===== config.mk =====
export PLATFORM = sky130hd
export DESIGN_NAME = posit_div_encode_flat
export DESIGN_NICKNAME = d
export VERILOG_FILES = /design/src/rtl/posit_div_encode_pkg.sv /design/src/rtl/posit_div_encode_if.sv /design/src/rtl/posit_div_encode_round.sv /design/src/rtl/posit_div_encode.sv /design/src/flat_wrapper.sv
export SDC_FILE = /design/constraint.sdc
export NUM_CORES = 1
export LEC_CHECK = 0
export ABC_AREA = 1
export CAP_MARGIN = 25
export CORE_MARGIN = 2
export CORE_UTILIZATION = 54
export CTS_CLUSTER_DIAMETER = 100
export DETAILED_ROUTE_END_ITERATION = 7
export PLACE_DENSITY = 0.9
export SYNTH_ARGS = -nofsm -noshare
export SYNTH_HDL_FRONTEND = slang
export SYNTH_SLANG_ARGS = --single-unit

===== constraint.sdc =====
create_clock -name clk -period 5.8 [get_ports clk]
set_input_delay 1.74 -clock clk [delete_from_list [all_inputs] [get_ports clk]]
set_output_delay 1.74 -clock clk [all_outputs]
set_load 0.02 [all_outputs]

===== src/rtl/posit_div_encode_pkg.sv =====
// rtl/posit_div_encode_pkg.sv - posit_div_pkg: default widths, special posit constants, stage-1 flag payload
package posit_div_pkg;

    localparam int PD_N  = 8;
    localparam int PD_ES = 4;
    localparam int PD_RS = $clog2(PD_N);

    localparam logic [PD_N-1:0] PD_NAR    = {1'b1, {(PD_N-1){1'b0}}};
    localparam logic [PD_N-1:0] PD_MAXPOS = {1'b0, {(PD_N-1){1'b1}}};
    localparam logic [PD_N-1:0] PD_MINPOS = {{(PD_N-1){1'b0}}, 1'b1};

    // Width-independent part of the stage-1 payload; the kept magnitude bits ride alongside.
    typedef struct packed {
        logic sign;
        logic inf;
        logic zero;
        logic sat;
        logic guard;
        logic sticky;
    } s1_flags_t;

endpackage


===== src/rtl/posit_div_encode_if.sv =====
// rtl/posit_div_encode_if.sv - divide-result in / encoded posit out handshake bundle
interface posit_div_encode_if #(
    parameter int N  = 8,
    parameter int ES = 4,
    parameter int RS = $clog2(N)
);
    logic                  in_valid;
    logic                  in_ready;
    logic [2*N-1:0]        Div_Mant_N;
    logic [RS+ES+4:0]      Total_EO;
    logic [RS+4:0]         R_O;
    logic                  Sign;
    logic                  inf;
    logic                  zero;
    logic                  out_valid;
    logic                  out_ready;
    logic [N-1:0]          Result;

    modport master (
        output in_valid, Div_Mant_N, Total_EO, R_O, Sign, inf, zero, out_ready,
        input  in_ready, out_valid, Result
    );

    modport slave (
        input  in_valid, Div_Mant_N, Total_EO, R_O, Sign, inf, zero, out_ready,
        output in_ready, out_valid, Result
    );
endinterface


===== src/rtl/posit_div_encode_round.sv =====
// rtl/posit_div_encode_round.sv - posit_round: round (RNE when POSIT_DIV_RNE_EN, else truncate), sign-apply, specials
module posit_round
    import posit_div_pkg::*;
#(
    parameter int N = 8
) (
    input  logic [N-2:0] mag,
    input  s1_flags_t    flags,
    output logic [N-1:0] posit
);

    logic         up;
    logic [N-1:0] sum;
    logic [N-2:0] rmag;

`ifndef POSIT_DIV_RNE_EN
    logic unused_rnd;
    assign unused_rnd = &{1'b0, flags.guard, flags.sticky};
`endif

    always_comb begin
        up = 1'b0;
`ifdef POSIT_DIV_RNE_EN
        up = flags.guard & (flags.sticky | mag[0]) & ~flags.sat;
`endif
        // Carry ripples from fraction into exponent and regime naturally; only the top needs clamping.
        sum  = {1'b0, mag} + {{(N-1){1'b0}}, up};
        rmag = sum[N-1] ? {(N-1){1'b1}} : sum[N-2:0];
        if (rmag == '0) begin
            rmag = {{(N-2){1'b0}}, 1'b1};
        end
        if (flags.inf) begin
            posit = {1'b1, {(N-1){1'b0}}};
        end else if (flags.zero) begin
            posit = '0;
        end else if (flags.sign) begin
            posit = -{1'b0, rmag};
        end else begin
            posit = {1'b0, rmag};
        end
    end

endmodule


===== src/rtl/posit_div_encode.sv =====
// rtl/posit_div_encode.sv - 2-stage posit encoder for divider results; POSIT_DIV_RNE_EN selects round-to-nearest-even
module posit_div_encode
    import posit_div_pkg::*;
#(
    parameter int N  = PD_N,
    parameter int ES = PD_ES,
    parameter int RS = $clog2(N)
) (
    input  logic              clk,
    input  logic              reset,
    posit_div_encode_if.slave bus
);

    localparam int W = N + ES + 2*N - 1;

    logic              s1_valid;
    logic              s2_valid;
    logic [N-2:0]      s1_mag;
    s1_flags_t         s1_flags;
    logic [N-1:0]      result_q;
    logic [N-1:0]      rounded;
    logic              s2_adv;

    logic              pos;
    logic              sat;
    logic [RS+4:0]     shamt;
    logic [N-1:0]      prefix;
    logic [W-1:0]      str;
    logic [N-2:0]      mag_c;
    s1_flags_t         flags_c;
    logic              unused_in;

    assign s2_adv        = ~s2_valid | bus.out_ready;
    assign bus.in_ready  = ~s1_valid | s2_adv;
    assign bus.out_valid = s2_valid;
    assign bus.Result    = result_q;
    assign unused_in     = &{1'b0, bus.Total_EO, bus.Div_Mant_N[2*N-1]};

    // Prefix is "1..10" or "0..01" at full width; the left shift trims it to R_O run bits plus terminator.
    always_comb begin
        pos    = ~bus.Total_EO[RS+ES+4];
        sat    = bus.R_O >= (RS+5)'(N-1);
        shamt  = (RS+5)'(N-1) - bus.R_O;
        prefix = pos ? {{(N-1){1'b1}}, 1'b0} : {{(N-1){1'b0}}, 1'b1};
        str    = {prefix, bus.Total_EO[ES-1:0], bus.Div_Mant_N[2*N-2:0]} << shamt;

        flags_c.sign = bus.Sign;
        flags_c.inf  = bus.inf;
        flags_c.zero = bus.zero;
        flags_c.sat  = sat;
        if (sat) begin
            mag_c          = pos ? {(N-1){1'b1}} : {{(N-2){1'b0}}, 1'b1};
            flags_c.guard  = 1'b0;
            flags_c.sticky = 1'b0;
        end else begin
            mag_c          = str[W-1 -: N-1];
            flags_c.guard  = str[W-N];
            flags_c.sticky = |str[W-N-1:0];
        end
    end

    always_ff @(posedge clk) begin
        if (reset) begin
            s1_valid <= 1'b0;
            s2_valid <= 1'b0;
            result_q <= '0;
        end else begin
            if (bus.in_ready) begin
                s1_valid <= bus.in_valid;
            end
            if (s2_adv) begin
                s2_valid <= s1_valid;
                if (s1_valid) begin
                    result_q <= rounded;
                end
            end
        end
    end

    always_ff @(posedge clk) begin
        if (bus.in_valid && bus.in_ready) begin
            s1_mag   <= mag_c;
            s1_flags <= flags_c;
        end
    end

    posit_round #(.N(N)) u_round (
        .mag   (s1_mag),
        .flags (s1_flags),
        .posit (rounded)
    );

endmodule


===== src/flat_wrapper.sv =====
// flat-port wrapper written by rule: the top's interface ports become plain ports
module posit_div_encode_flat import posit_div_pkg::*;
#(
    parameter int N  = PD_N,
    parameter int ES = PD_ES,
    parameter int RS = $clog2(N)
)
  (clk, reset, bus_in_valid, bus_Div_Mant_N, bus_Total_EO, bus_R_O, bus_Sign, bus_inf, bus_zero, bus_out_ready, bus_in_ready, bus_out_valid, bus_Result);
  posit_div_encode_if #(.N(N), .ES(ES), .RS(RS)) bus_i ();
  input  logic clk;
  input  logic reset;
  input wire logic [$bits(bus_i.in_valid)-1:0] bus_in_valid;
  input wire logic [$bits(bus_i.Div_Mant_N)-1:0] bus_Div_Mant_N;
  input wire logic [$bits(bus_i.Total_EO)-1:0] bus_Total_EO;
  input wire logic [$bits(bus_i.R_O)-1:0] bus_R_O;
  input wire logic [$bits(bus_i.Sign)-1:0] bus_Sign;
  input wire logic [$bits(bus_i.inf)-1:0] bus_inf;
  input wire logic [$bits(bus_i.zero)-1:0] bus_zero;
  input wire logic [$bits(bus_i.out_ready)-1:0] bus_out_ready;
  output wire logic [$bits(bus_i.in_ready)-1:0] bus_in_ready;
  output wire logic [$bits(bus_i.out_valid)-1:0] bus_out_valid;
  output wire logic [$bits(bus_i.Result)-1:0] bus_Result;
  assign bus_i.in_valid = bus_in_valid;
  assign bus_i.Div_Mant_N = bus_Div_Mant_N;
  assign bus_i.Total_EO = bus_Total_EO;
  assign bus_i.R_O = bus_R_O;
  assign bus_i.Sign = bus_Sign;
  assign bus_i.inf = bus_inf;
  assign bus_i.zero = bus_zero;
  assign bus_i.out_ready = bus_out_ready;
  assign bus_in_ready = bus_i.in_ready;
  assign bus_out_valid = bus_i.out_valid;
  assign bus_Result = bus_i.Result;
  posit_div_encode #(.N(N), .ES(ES), .RS(RS)) u_core (.clk(clk), .reset(reset), .bus(bus_i));
endmodule

# --- Yosys cells after proc, flatten, opt, wreduce, memory -nomap -nowiden ---
# Cells that the tools add are included.
word_totals:
  ff_bits: 20
  output_inout_bits: 10
  elab_cells: 25
classes:
  n_addsub: 2
  magnitude_cmp: 1
  shifts: 1
  mux: 7
  bitwise_logic: 4
  reduce_logical: 3
ops:
  columns: ["op", "n"]
  rows:
  - ["$mux W8", 4]
  - ["$shl A27 B8 Y27", 1]
  - ["$mux W7", 3]
  - ["$ge A8 B3 Y1 const B", 1]
  - ["$neg A7 Y8", 1]
  - ["$sub A3 B8 Y8 const A", 1]
  - ["$logic_not A7 Y1", 1]
  - ["$not A1 Y1", 2]
  - ["$or A1 B1 Y1", 2]
  - ["$reduce_and A2 Y1", 1]
  - ["$logic_and A1 B1 Y1", 1]

# --- Depth between registers and ports, before layout ---
# Gate-level depths: netlist (run 1).
depth:
  word_depth: 6
  ltp_mapped: 19
  depth_no_buf: 16

# --- Cells and area by module ---
# A second synthesis (run 1) with hierarchy kept.
hier_totals:
  hier_cells: 389
  hier_area_um2: 2467.4
modules_own_cells:
  columns: ["mod", "n_inst", "cells_each", "area_each_um2", "seq_area_each_um2"]
  rows:
  - ["posit_div_encode", 1, 348, 2259.7, 590.6]
  - ["posit_round", 1, 41, 207.7, 0.0]

# --- Least setup slack after synthesis (run 1) ---
# Ideal clock, no wire load.
synth_path:
  path_type: "input to output"
  startpoint: "in bus_out_ready"
  endpoint: "out bus_in_ready"
  t_arrival_ps: 1993
  required_ps: 4060
  slack_ps: 2067
  path_stages: 2
  cell_sequence: "inv_1 > nand3_1"
synth_between:
  elab_chain_cells: 2
synth_lines:
  columns: ["element", "line_no", "source"]
  rows:
  - ["start: declaration", "flat_wrapper.sv:19", "input wire logic [$bits(bus_i.out_ready)-1:0] bus_out_ready;"]
  - ["$or A1 B1 Y1", "posit_div_encode.sv:33", "assign s2_adv = ~s2_valid | bus.out_ready;"]
  - ["$or A1 B1 Y1", "posit_div_encode.sv:34", "assign bus.in_ready = ~s1_valid | s2_adv;"]
  - ["end: declaration", "flat_wrapper.sv:20", "output wire logic [$bits(bus_i.in_ready)-1:0] bus_in_ready;"]
# Every way passes these cells.

# --- Final worst setup path (run 1) ---
# Ends and elaborated chain as after synthesis.

==> results by group, run 1 <==
Status
  – Status: finished clean

Die
  – Die height: around 66 um
  – Core area: roughly 3700 um2
  – Initial Util: 56.99%
  – Ports: 53
  – Die area: 4408 um2
  – Row cnt: 22
  – Die X: 66.39 um

Synth
  – Synthesized instance count: between 300 and 400
  – Proportion of synthesized flip-flops having asynchronous set or reset: 0%
  – Syn Nets: 394
  – Ys Warns: 0
  – Number of library cell types mapped by synthesis: 34
  – Cell taking the most area after synthesis: nand2_1
  – EDFF count, synth: 10
  – #FFs+latches synth: 20
  – Synth Cell Area: 2102 um2
  – Post-Syn Area per Cell: 6.023 um2
  – Synth top area share: 20.36%
  – Top post-synthesis cells by area: nand2_1 (20%), nand3_1 (18%), edfxtp_1 (14%)
  – Top_reg_cell synth: edfxtp_1
  – Register area share after synthesis: 23.81%
  – Count leader, synth: nand2_1
  – Synth top cells by count: nand2_1 (114), nand3_1 (77), inv_1 (28), nand4_1 (27), a21oi_1 (16)

Place
  – Place WS: around 1.1 ns
  – HPWL Detailed: around 4000 um
  – PortBufs: 44
  – GPL Wtd Cong: 0.8909

Finish
  – Area Overhead vs Synth: 20.95%
  – Final net count: 426
  – Layout cells sized above 1: approximately 5.5%
  – Antenna cells: 0

Clocking
  – Later-pin clock latency in the skew report: 0.25 ns
  – CTS buffer count: 3
  – Htree depth: 1
  – Clk slew on worst S/H paths: 0.07 ns
  – CTS hold repair buffers: 0
  – Post-CTS Setup Inserts: 0
  – CTS Sinks: 20
  – Resize count post-CTS: 0
  – CTS tree: done
  – CTS root buf: clkbuf_8
  – Clock Path Buffers: 2

Setup path
  – Crit path launch type: primary input
  – Crit-path cells: clkdlybuf4s50_1 -> inv_1 -> nand3_1 -> clkdlybuf4s50_1
  – Crit end category: output pin
  – CP dominant cell by count: clkdlybuf4s50_1
  – Register-to-register setup slack: 3.93 ns
  – Worst r2r src: u_core.s1_mag[4]
  – Register-to-Register Path Depth: 11
  – Max stage delay cell, worst path: clkdlybuf4s50_1
  – Largest stage delay on the critical path: approximately 0.64 ns
  – Crit Path Class: primary input to output pin
  – Critical Path Fanout Max: 3
  – CP arrival: around 3 ns
  – R2R Path End: u_core.bus.Result[1]
  – Worst EP required: about 4.1 ns

Power and ir drop
  – Total power: between 300 and 400 uW
  – P_leak: between 1 and 1.5 nW
  – Maximum VDD drop: 118.6 uV
  – PwrDens: 153.4 nW/um2

Timing
  – Clock skew: 0.001373 ns
  – Setup tns final: 0 ns
  – Final hold viol count: 0
  – Worst rel slew slack: 43.12%
  – Worst-margin pin slew: 0.8505 ns
  – Slew Viols, Final: 0
  – Fin crit period: around 4.7 ns
  – Unrepaired setup endpoints after global routing: no
  – Period utilisation layout: 81.68%
  – Setup violators final: 0
  – Fmax: 211.1 MHz
  – Final setup margin: 1.063 ns

Detailed routing
  – Vias: 2455
  – WL final: 5396 um
  – TritonRoute pass-1 iters: 5
  – Antenna viol nets, final: 0
  – DRC viols: 0
  – Initial DRC count: 189
  – Average wire per cell in the routed design: 12.61 um
  – Vias per cell: between 5 and 6

Flow run
  – Max-cap violation count: 0

Global routing
  – Initial antenna violation count: 0
  – GR Overflow Total: 0
  – Total GRT Usage: 25.02%
  – Largest net degree at the start of global routing: 30
  – First-pass GRT wire length: just under 9000 um
  – Vias in the first global route: between 2000 and 2500

Worst hold path
  – Worst hold path class: flip-flop to flip-flop
  – Startpoint of the worst hold path: u_core.bus.Result[3]
  – Hold Path Cell Cnt: 2
  – Worst Hold End: u_core.bus.Result[3]
==> through the flow <==
stage                     hold WS, ns  utilization [%]  cell area [um2]  cells
final                          0.4729            68.93             2542    428
after global routing           0.4885            68.93             2542    428
after CTS                      0.4749            68.93             2542    428
after detailed placement       0.4640            67.71             2497    424
after global placement         0.4543            67.71             2497    424
after floorplan                0.5180                -             2102    349
==> critical path: cells and delay by family <==
family / cells / cell delay, ns
and+or+nand+nor: 1 / 0.11
buffers and inverters: 3 / 1.14
==> sequential cells by signal (all words and copies together), names as in the netlist <==
name,flops
u_core.s1_valid,1
u_core.bus.Result,8
u_core.s1_flags,3
u_core.s1_mag,7
u_core.bus.out_valid,1
==> placed cells by master (no fill, tap or decap), types with 3 or more instances in the layout <==
| master | n |
|---|---|
| nand2_1 | 114 |
| o21ai_0 | 5 |
| inv_1 | 28 |
| nand4_1 | 27 |
| buf_4 | 3 |
| dfxtp_1 | 10 |
| nand3_1 | 77 |
| clkbuf_8 | 3 |
| nand2_2 | 5 |
| a21oi_1 | 16 |
| nor3_1 | 6 |
| clkdlybuf4s50_1 | 44 |
| nor2_1 | 7 |
| edfxtp_1 | 10 |
==> worst max-delay path by stage <==
| stage | start | endpoint | slack, ns |
|---|---|---|---|
| 3_5_place_dp | bus_out_ready | bus_in_ready | 1.07 |
| 2_1_floorplan | bus_out_ready | bus_in_ready | 2.07 |
| 4_1_cts | bus_out_ready | bus_in_ready | 1.06 |
| 3_3_place_gp | bus_out_ready | bus_in_ready | 1.11 |
| 5_1_grt | bus_out_ready | bus_in_ready | 1.01 |
| 6_report | bus_out_ready | bus_in_ready | 1.06 |
==> kinds of logic (layout without fill, tap and decap cells) <==
| kind of cell | Yosys count | count (layout) | share of synthesized area (%) |
|---|---|---|---|
| compound gates | 29 | 29 | 7.739 |
| buf+inv | 51 | 82 | 11.61 |
| xor+xnor | 1 | 1 | 0.4167 |
| simple gates | 246 | 246 | 55.24 |
| fa+ha+maj | 2 | 2 | 1.190 |
| flops | 20 | 20 | 23.81 |
==> area by class of cell <==
cell class	count	area, um2
clock buffers	3	41.29
clock inverters	1	3.754
fillers	346	1146
inverters	31	116.4
multi-input cells	278	1358
flip-flops and latches	20	500.5
well taps	48	60.06
repair buffers	47	462.9
==> per-layer routing <==
| layer | part of all wire, % | wire [um] | track usage, % |
|---|---|---|---|
| met1 | 45 | 2423 | 32.25 |
| met2 | 48 | 2614 | 44.25 |
| met3 | 6.1 | 331 | 4.429 |
| met4 | 0.50 | 27 | 3.571 |
| met5 | 0 | 0 | 0 |
==> where the power goes <==
group	internal (mW)	total [mW]	switching [mW]
Clock	0.0471	0.0902	0.0432
Sequential	0.156	0.160	0.00463
Combinational	0.0560	0.139	0.0834
Total	0.259	0.390	0.131
(Power assumes the default switching activity.)
==> run 2: changes to the inputs <==
Settings changed: CORE_UTILIZATION 54 to 45, PLACE_DENSITY 0.9 to 0.8.
Clock period 5.8 ns to 4.15 ns, I/O delays scaled along.
==> results by group, run 2 (synthesis gave the netlist of run 1 again) <==
Clocking
  – CTS hold repair buffers: 0 (unchanged)
  – Resize count post-CTS: 0 (unchanged)
  – Clk slew on worst S/H paths: 0.07 ns (about the same)
  – CTS tree: done
  – Later-pin clock latency in the skew report: 0.26 ns (about the same)
  – CTS root buf: clkbuf_8
  – Post-CTS Setup Inserts: 0 (unchanged)
  – Clock Path Buffers: 2 (unchanged)
  – CTS buffer count: 3 (unchanged)
  – CTS Sinks: 20 (unchanged)
  – Htree depth: 1 (unchanged)

Place
  – PortBufs: 44 (unchanged)
  – Cells after DPL: 432 (+1.9%)
  – GPL Wtd Cong: 0.8820 (-1.0%)
  – HPWL Detailed: 4096 um (-0.34%)

Timing
  – Setup violators final: 0 (unchanged)
  – Setup tns final: 0 ns (unchanged)
  – Final hold viol count: 0 (unchanged)
  – Worst rel slew slack: 53.69% (+11 points)
  – Period utilisation layout: 89.63%
  – Fin crit period: 3.720 ns
  – Clock skew: 0.005633 ns (+0.004260 ns)
  – Worst-margin pin slew: 0.6894 ns (-0.1611 ns)
  – Fmax: between 200 and 300 MHz
  – Unrepaired setup endpoints after global routing: no
  – Slew Viols, Final: 0 (unchanged)

Setup path
  – Register-to-register setup slack: 2.31 ns (-1.62 ns)
  – Crit Path Class: primary input to output pin
  – Worst EP required: 2.90 ns (-1.16 ns)
  – CP arrival: 2.47 ns (-0.53 ns)
  – Worst r2r src: u_core.s1_mag[3]
  – R2R Path End: u_core.bus.Result[1]
  – Start point of the critical path: bus_out_ready
  – Critical Path Fanout Max: 3 (unchanged)
  – Crit path launch type: primary input
  – Crit end category: output pin
  – Worst Setup EP: bus_in_ready
  – Register-to-Register Path Depth: 11 (unchanged)

Die
  – Die area: 5234 um2 (+19%)
  – Initial Util: 47.62% (-9.4 points)
  – Die height: 72.35 um (+9.0%)
  – Row cnt: 24 (+9.1%)
  – Ports: 53 (unchanged)
  – Die X: 72.35 um (+9.0%)
  – Core area: 4414 um2 (+20%)

Detailed routing
  – Average wire per cell in the routed design: 12.35 um (-2.1%)
  – Antenna viol nets, final: 0 (unchanged)
  – Vias: 2396 (-2.4%)
  – Vias per cell: 5.495 (-4.2%)
  – TritonRoute pass-1 iters: 5 (unchanged)
  – WL final: 5384 um (-0.22%)
  – Initial DRC count: 145 (-23%)
  – DRC viols: 0 (unchanged)

Finish
  – Most common cell after layout, fill and taps aside: nand2_1
  – Final net count: 430 (+0.94%)
  – Max FFs per register: 8 (unchanged)
  – Layout cells sized above 1: 6.510% (+0.98 points)
  – Area Overhead vs Synth: 22.62%
  – Antenna cells: 0 (unchanged)
  – FILL cells: 428 (+24%)
  – Most frequent cells in the layout: nand2_1 (114), nand3_1 (77), clkdlybuf4s50_1 (44), inv_1 (28), nand4_1 (27)
  – Final Non-Filler Cells: 436 (+1.9%)

Status
  – Status: finished clean

Power and ir drop
  – Total power: 548.1 uW (+41%)
  – P_leak: 1.150 nW (+1.7%)
  – Maximum VDD drop: 133.6 uV (+13%)
  – PwrDens: 212.6 nW/um2 (+39%)

Global routing
  – Initial antenna violation count: 0 (unchanged)
  – Vias in the first global route: 2181 (+5.5%)
  – First-pass GRT wire length: 9114 um (+3.4%)
  – Total GRT Usage: 20.82% (-4.2 points)
  – GR Overflow Total: 0 (unchanged)
  – Largest net degree at the start of global routing: 30 (unchanged)

Worst hold path
  – Worst hold path class: flip-flop to flip-flop
  – Hold Path Cell Cnt: 2 (unchanged)

Flow run
  – Max-cap violation count: 0 (unchanged)
==> run 2: cell types whose count changed in the layout (fill, tap and decap cells not counted) <==
cell   previous run  this run
buf_4             3         7
==> run 2: how the worst min path moves through the flow <==
stage / startpoint / end / slack (ns)
2_1_floorplan: u_core.s1_flags[4] / u_core.bus.Result[7] / 0.52
3_3_place_gp: u_core.bus.Result[0] / u_core.bus.Result[0] / 0.45
3_5_place_dp: u_core.bus.Result[5] / u_core.bus.Result[5] / 0.46
4_1_cts: u_core.bus.Result[5] / u_core.bus.Result[5] / 0.47
5_1_grt: u_core.bus.Result[3] / u_core.bus.Result[3] / 0.49
6_report: u_core.bus.Result[0] / u_core.bus.Result[0] / 0.47
==> run 2: critical path, stage by stage <==
cell	delay (ns)
clkdlybuf4s50_1	0.45
inv_1	0.05
nand3_1	0.10
clkdlybuf4s50_1	0.63
==> run 2: metrics by stage <==
step | setup slack (ns) | instance area [um2] | util (%) | hold slack, ns
final | 0.4304 | 2577 | 58.39 | 0.4713
after global routing | 0.4010 | 2577 | 58.39 | 0.4938
after CTS | 0.4271 | 2577 | 58.39 | 0.4747
after detailed placement | 0.4264 | 2532 | 57.37 | 0.4606
after global placement | 0.4497 | 2532 | 57.37 | 0.4547
after floorplan | 1.183 | 2102 | - | 0.5180
==> run 2: area by class of cell <==
type                       instances  area, um2  area share, %
timing repair buffer              51      493.0          19.13
multi-input combinational        278       1358          52.67
inverter                          31      116.4          4.515
sequential                        20      500.5          19.42
tap                               52      65.06          2.524
clock inverter                     1      3.754         0.1456
clock buffer                       3      41.29          1.602
==> run 2: metal layers <==
metal	wire [um]	up-vias	GRT usage, %
li1	-	1259	-
met1	2553	1084	28.64
met2	2609	53	36.19
met3	221	0	2.222
met4	0	0	2.516
met5	0	-	0
==> run 2: where the power goes <==
group / switching (mW) / internal, mW
Sequential: 0.00605 / 0.217
Clock: 0.0613 / 0.0658
Combinational: 0.116 / 0.0811
Total: 0.184 / 0.364
